==> config.mk <==
export PLATFORM = sky130hd
export DESIGN_NAME = m_unit_scheduler
export DESIGN_NICKNAME = d
export VERILOG_FILES = /design/src/rtl/m_unit_scheduler.sv
export SDC_FILE = /design/constraint.sdc
export NUM_CORES = 1
export LEC_CHECK = 0
export BUFFER_PORTS_ARGS = -buffer_cell sky130_fd_sc_hd__buf_2
export CORE_ASPECT_RATIO = 0.75
export CORE_MARGIN = 4
export CORE_UTILIZATION = 48
export CTS_CLUSTER_SIZE = 12
export DETAILED_ROUTE_END_ITERATION = 7
export GPL_TIMING_DRIVEN = 0
export HOLD_SLACK_MARGIN = 0.15
export PLACE_DENSITY = 0.84
export SLEW_MARGIN = 5
export SYNTH_ARGS = -nofsm -noshare
export SYNTH_HDL_FRONTEND = slang
export SYNTH_SLANG_ARGS = --single-unit
==> constraint.sdc <==
create_clock -name clk -period 8.6 [get_ports clk]
set_input_delay 1.72 -clock clk [delete_from_list [all_inputs] [get_ports clk]]
set_output_delay 1.72 -clock clk [all_outputs]
set_load 0.05 [all_outputs]
==> src/rtl/m_unit_scheduler.sv <==
// Launch/hold/writeback sequencer between EX and the multi-cycle M unit.
// Handles flush, a hang watchdog and a retired-op counter.
module m_unit_scheduler #(
  parameter int TIMEOUT_CYCLES = 64
) (
  input  logic        clk,
  input  logic        resetn,
  input  logic        ex_valid,
  input  logic [31:0] ex_instruction,
  input  logic [31:0] ex_rs1_val,
  input  logic [31:0] ex_rs2_val,
  input  logic [4:0]  ex_rd,
  input  logic        flush,
  output logic        m_valid,
  output logic [31:0] m_instruction,
  output logic [31:0] m_rs1,
  output logic [31:0] m_rs2,
  output logic [4:0]  m_rd,
  input  logic        m_wr,
  input  logic        m_ready,
  input  logic [31:0] m_result,
  input  logic        m_busy,
  output logic        stall,
  output logic        wb_valid,
  output logic        wb_we,
  output logic [4:0]  wb_rd,
  output logic [31:0] wb_data,
  input  logic        wb_ready,
  output logic        timeout_err,
  output logic [31:0] m_op_count
);

  typedef enum logic [2:0] {
    IDLE, ISSUE, WAIT, DONE, DRAIN
  } state_t;

  localparam int CW = $clog2(TIMEOUT_CYCLES + 2);
  localparam logic [CW-1:0] LAST = CW'(TIMEOUT_CYCLES - 1);

  state_t        state, state_n;
  logic [CW-1:0] wdog;
  logic          is_m, launch, expired;
  logic          capture, tmo_wb, tmo_set, retire;

  assign is_m = ex_valid
             && ex_instruction[6:0] == 7'b0110011
             && ex_instruction[31:25] == 7'b0000001;
  assign launch  = state == IDLE && is_m && !flush;
  assign expired = wdog >= LAST;

  assign m_valid  = state == ISSUE;
  assign wb_valid = state == DONE;

  always_comb begin
    state_n = state;
    stall   = 1'b0;
    capture = 1'b0;
    tmo_wb  = 1'b0;
    tmo_set = 1'b0;
    retire  = 1'b0;
    unique case (state)
      IDLE: begin
        stall = launch;
        if (launch) state_n = ISSUE;
      end
      ISSUE: begin
        stall   = 1'b1;
        state_n = flush ? DRAIN : WAIT;
      end
      WAIT: begin
        stall = 1'b1;
        if (flush) begin
          state_n = m_ready ? IDLE : DRAIN;
        end else if (m_ready) begin
          capture = 1'b1;
          state_n = DONE;
        end else if (expired) begin
          tmo_wb  = 1'b1;
          tmo_set = 1'b1;
          state_n = DONE;
        end
      end
      DONE: begin
        stall = !wb_ready;
        if (flush) begin
          state_n = IDLE;
        end else if (wb_ready) begin
          retire  = 1'b1;
          state_n = IDLE;
        end
      end
      DRAIN: begin
        // only new M ops wait for the abandoned one to leave the unit
        stall = is_m;
        if (m_ready) begin
          state_n = IDLE;
        end else if (expired) begin
          tmo_set = 1'b1;
          state_n = IDLE;
        end
      end
      default: state_n = IDLE;
    endcase
  end

  always_ff @(posedge clk or posedge resetn) begin
    if (resetn) begin
      state         <= IDLE;
      wdog          <= '0;
      m_instruction <= '0;
      m_rs1         <= '0;
      m_rs2         <= '0;
      m_rd          <= '0;
      wb_we         <= 1'b0;
      wb_rd         <= '0;
      wb_data       <= '0;
      timeout_err   <= 1'b0;
      m_op_count    <= '0;
    end else begin
      state <= state_n;
      if (launch) begin
        m_instruction <= ex_instruction;
        m_rs1         <= ex_rs1_val;
        m_rs2         <= ex_rs2_val;
        m_rd          <= ex_rd;
        wdog          <= '0;
      end else if (state == ISSUE || state == WAIT || state == DRAIN) begin
        wdog <= wdog + CW'(1);
      end
      if (capture) begin
        wb_data <= m_result;
        wb_we   <= m_wr;
        wb_rd   <= m_rd;
      end else if (tmo_wb) begin
        wb_data <= 32'hFFFF_FFFF;
        wb_we   <= 1'b1;
        wb_rd   <= m_rd;
      end
      if (tmo_set) timeout_err <= 1'b1;
      if (retire) m_op_count <= m_op_count + 32'd1;
    end
  end

  // the unit must be idle whenever a new op is launched into it
  a_launch_idle: assert property (
    @(posedge clk) disable iff (resetn) (state == ISSUE) |-> !m_busy
  );

endmodule

==> results.md <==
* Total track usage at between 20% and 30%
* Post-route minimum period at slightly above 5 ns
* Maximum vdd drop at ~0.00013 V
* Cts bufs inserted at 17
* Chip height at roughly 110 µm
* Fillers at approximately 1100
* Status: completed
* CP arrival at about 3.4 ns
* Starting density of the core at about half
* Period utilization at 59.74%
* Fin nets at approximately 990
* Yosys top cell area share at a little over three fifths
* Vias in the first global route at 5556
* Slew Limit Fails at 0
* Routed Antenna Nets at 0
* Final wirelength at just under 20 mm
* WS Path Type: in -> out
* Clock tree from TritonCTS: built
* Initial antenna violation count at 2
* Synth cell count leaders: dfrtp_1, mux2_2, o22a_1
* LEAKAGE at 5.626 nW
* Global placer's final weighted congestion at about 0.82
* Cts repair resizes at 0
* Req. time, crit path at about 7 ns
* Port Buffers at between 300 and 400
* Post-Syn Nets at around 650
* H-tree depth at 4
* Fin Setup TNS at 0 ns
* Count leader, synth: dfrtp_1
* Via-to-Cell Ratio at a little over 5
* Via count at between 5000 and 6000
* Synth warn at 0
* Number of flops mapped to enable cells by yosys at 0
* Sequential element share of the synthesized area at between 60% and 70%
* Max FO, Critical Path at 3
* Fmax at ~190 MHz
* Root Driver: clkbuf_16
* Clock latency on the worst-skew pair at between 0.4 and 0.5 ns
* Clock-pin slew on the worst setup and hold paths at around 0.07 ns
* Post-DP HPWL at between 10 and 15 mm
* Top cells by area, synth: dfrtp_1, mux2_2, mux2_4, o22a_1, xor2_1
* Die width at 150.3 µm
* Yosys reg bits at roughly 180
* Synth Instances at 510
* Largest net degree at the start of global routing at 98
* Leading area contributor after synthesis: dfrtp_1
* Final Hold Fails at 0
* Die ar. at 17240 µm²
* Proportion of layout cells with a drive suffix above 1 at 52.45%
* Final core utilization at between 60 and 70%
* P per Cell Area at approximately 190 nW/µm²
* Drt wl/cell at approximately 19 µm
* Crit end category: output port
* Main synth FF type: dfrtp_1
* Layout Skew at about 0.0066 ns
* IO Count at 316
* Clock Sinks at between 150 and 200
* CTS Buffer Depth at 2
* CP Launch Type: input port
* Core Area at ~15000 µm²
* Hold Crit Class: reg -> reg
* Max Cap Viol at 0
* TritonRoute pass-1 iters at 4
* RSZ-0062 raised after global routing: false
* First-pass GRT wire length at 29.84 mm
* DRC violations left at 0
* Cell variety after synth at 45
* Total gr overflow at 0
* Relative slew slack at 59.77%
* Fraction of registers with async set/reset at between 90% and 100%
* # setup viols final at 0
* Average cell area after synthesis at around 14 µm²
* Initial drt markers at 248
* Row Count at 38
* Cts hold-fix bufs at 0
* Number of post-CTS setup repair buffers at 0
* Worst Tran Pin Value at just over 0.6 ns
* Area grow syn2layout at 33.79%
* Mapped Area at between 7000 and 8000 µm²
## metal layers
layer  global-route usage [%]  share of wire, %
met5                        0             0.066
met2                    39.06                51
met3                    6.925               8.1
met1                    25.96                38
met4                    9.385               2.9
## where the power goes
part           internal (W)  switching (W)  total (W)
Clock              0.000461       0.000340   0.000801
Combinational     0.0000489      0.0000867   0.000136
Sequential         0.000873      0.0000113   0.000884
## flip-flops by register name, summed over array words and instances, names as in the netlist
signal	flops
m_instruction	32
m_op_count	32
m_rs1	32
m_rs2	32
wb_data	32
wdog	7
m_rd	5
wb_rd	5
state	3
timeout_err	1
wb_we	1
## critical path: stages
cell,delay (ns)
buf_2,0.10
or4b_1,0.57
nor4_4,0.34
nand2_1,0.10
a221oi_1,0.26
buf_2,0.32
## kinds of logic (layout without fill, tap and decap cells)
family / Yosys count / count (layout) / share of synthesized area (%)
DFF: 182 / 182 / 62.50
muxes: 94 / 94 / 15.54
xor gates and xnor gates: 38 / 38 / 4.567
buffers and inverters: 35 / 381 / 2.352
and+or+nand+nor: 107 / 107 / 8.826
AOI/OAI and AO/OA: 52 / 52 / 5.872
adders and majority gates: 2 / 2 / 0.3434
other: 0 / 1 / 0
## layout make-up
cell class | count | area [µm²] | share of cell area [%]
timing repair buffer | 315 | 1599 | 16.40
antenna | 1 | 2.502 | 0.02567
tap | 200 | 250.2 | 2.567
clock inverter | 13 | 173.9 | 1.784
clock buffer | 18 | 429.2 | 4.402
sequential | 182 | 4554 | 46.71
inverter | 6 | 30.03 | 0.3080
buffer | 29 | 148.9 | 1.527
multi-input combinational | 293 | 2561 | 26.27
## placed cells by master, fill, tap and decap left out, types with 6 or more instances in the layout
master,instances
clkbuf_16,17
buf_2,322
nor3_1,6
o22a_1,34
xor2_1,28
dfrtp_1,182
and2_1,12
nand3_1,12
mux2_2,67
and4_1,7
nand4_1,9
nand2_1,12
xnor2_1,10
nand2b_1,6
nor2_1,15
mux2_4,20
mux2_1,6
clkbuf_1,13
nor4_1,11
## worst paths after layout
| check | from | end | slack [ns] | cells past startpoint |
|---|---|---|---|---|
| worst max-delay path | ex_instruction[26] | stall | 3.46 | 6 |
| worst min-delay path | m_instruction[25]$_DFFE_PP0N_ | m_instruction[25]$_DFFE_PP0N_ | 0.46 | 1 |
| worst max register to register | state[1]$_DFFE_PP0P_ | m_op_count[31]$_DFFE_PP0P_ | 6.32 | 6 |
| worst min register to register | m_instruction[25]$_DFFE_PP0N_ | m_instruction[25]$_DFFE_PP0N_ | 0.46 | 1 |
| max in group asynchronous | resetn | wb_rd[2]$_DFFE_PP0P_ | 6.35 | 3 |
| min in group asynchronous | resetn | m_rs1[21]$_DFFE_PP0N_ | 1.38 | 2 |
## metrics by stage
stage                     area [µm²]  hold WS, ns   power, W  instances  worst slack, ns
after global routing            9749       0.4949   0.001884       1057            3.394
after floorplan                 7287       0.4977  0.0009788        510            1.936
after detailed placement        9144       0.4470   0.001037       1025            3.474
final                           9749       0.4646   0.001820       1057            3.463
after CTS                       9747       0.4664   0.001837       1056            3.463
after global placement          9109       0.4371   0.001031       1024          0.02691
Note: power is estimated with default switching activity, not from simulation.
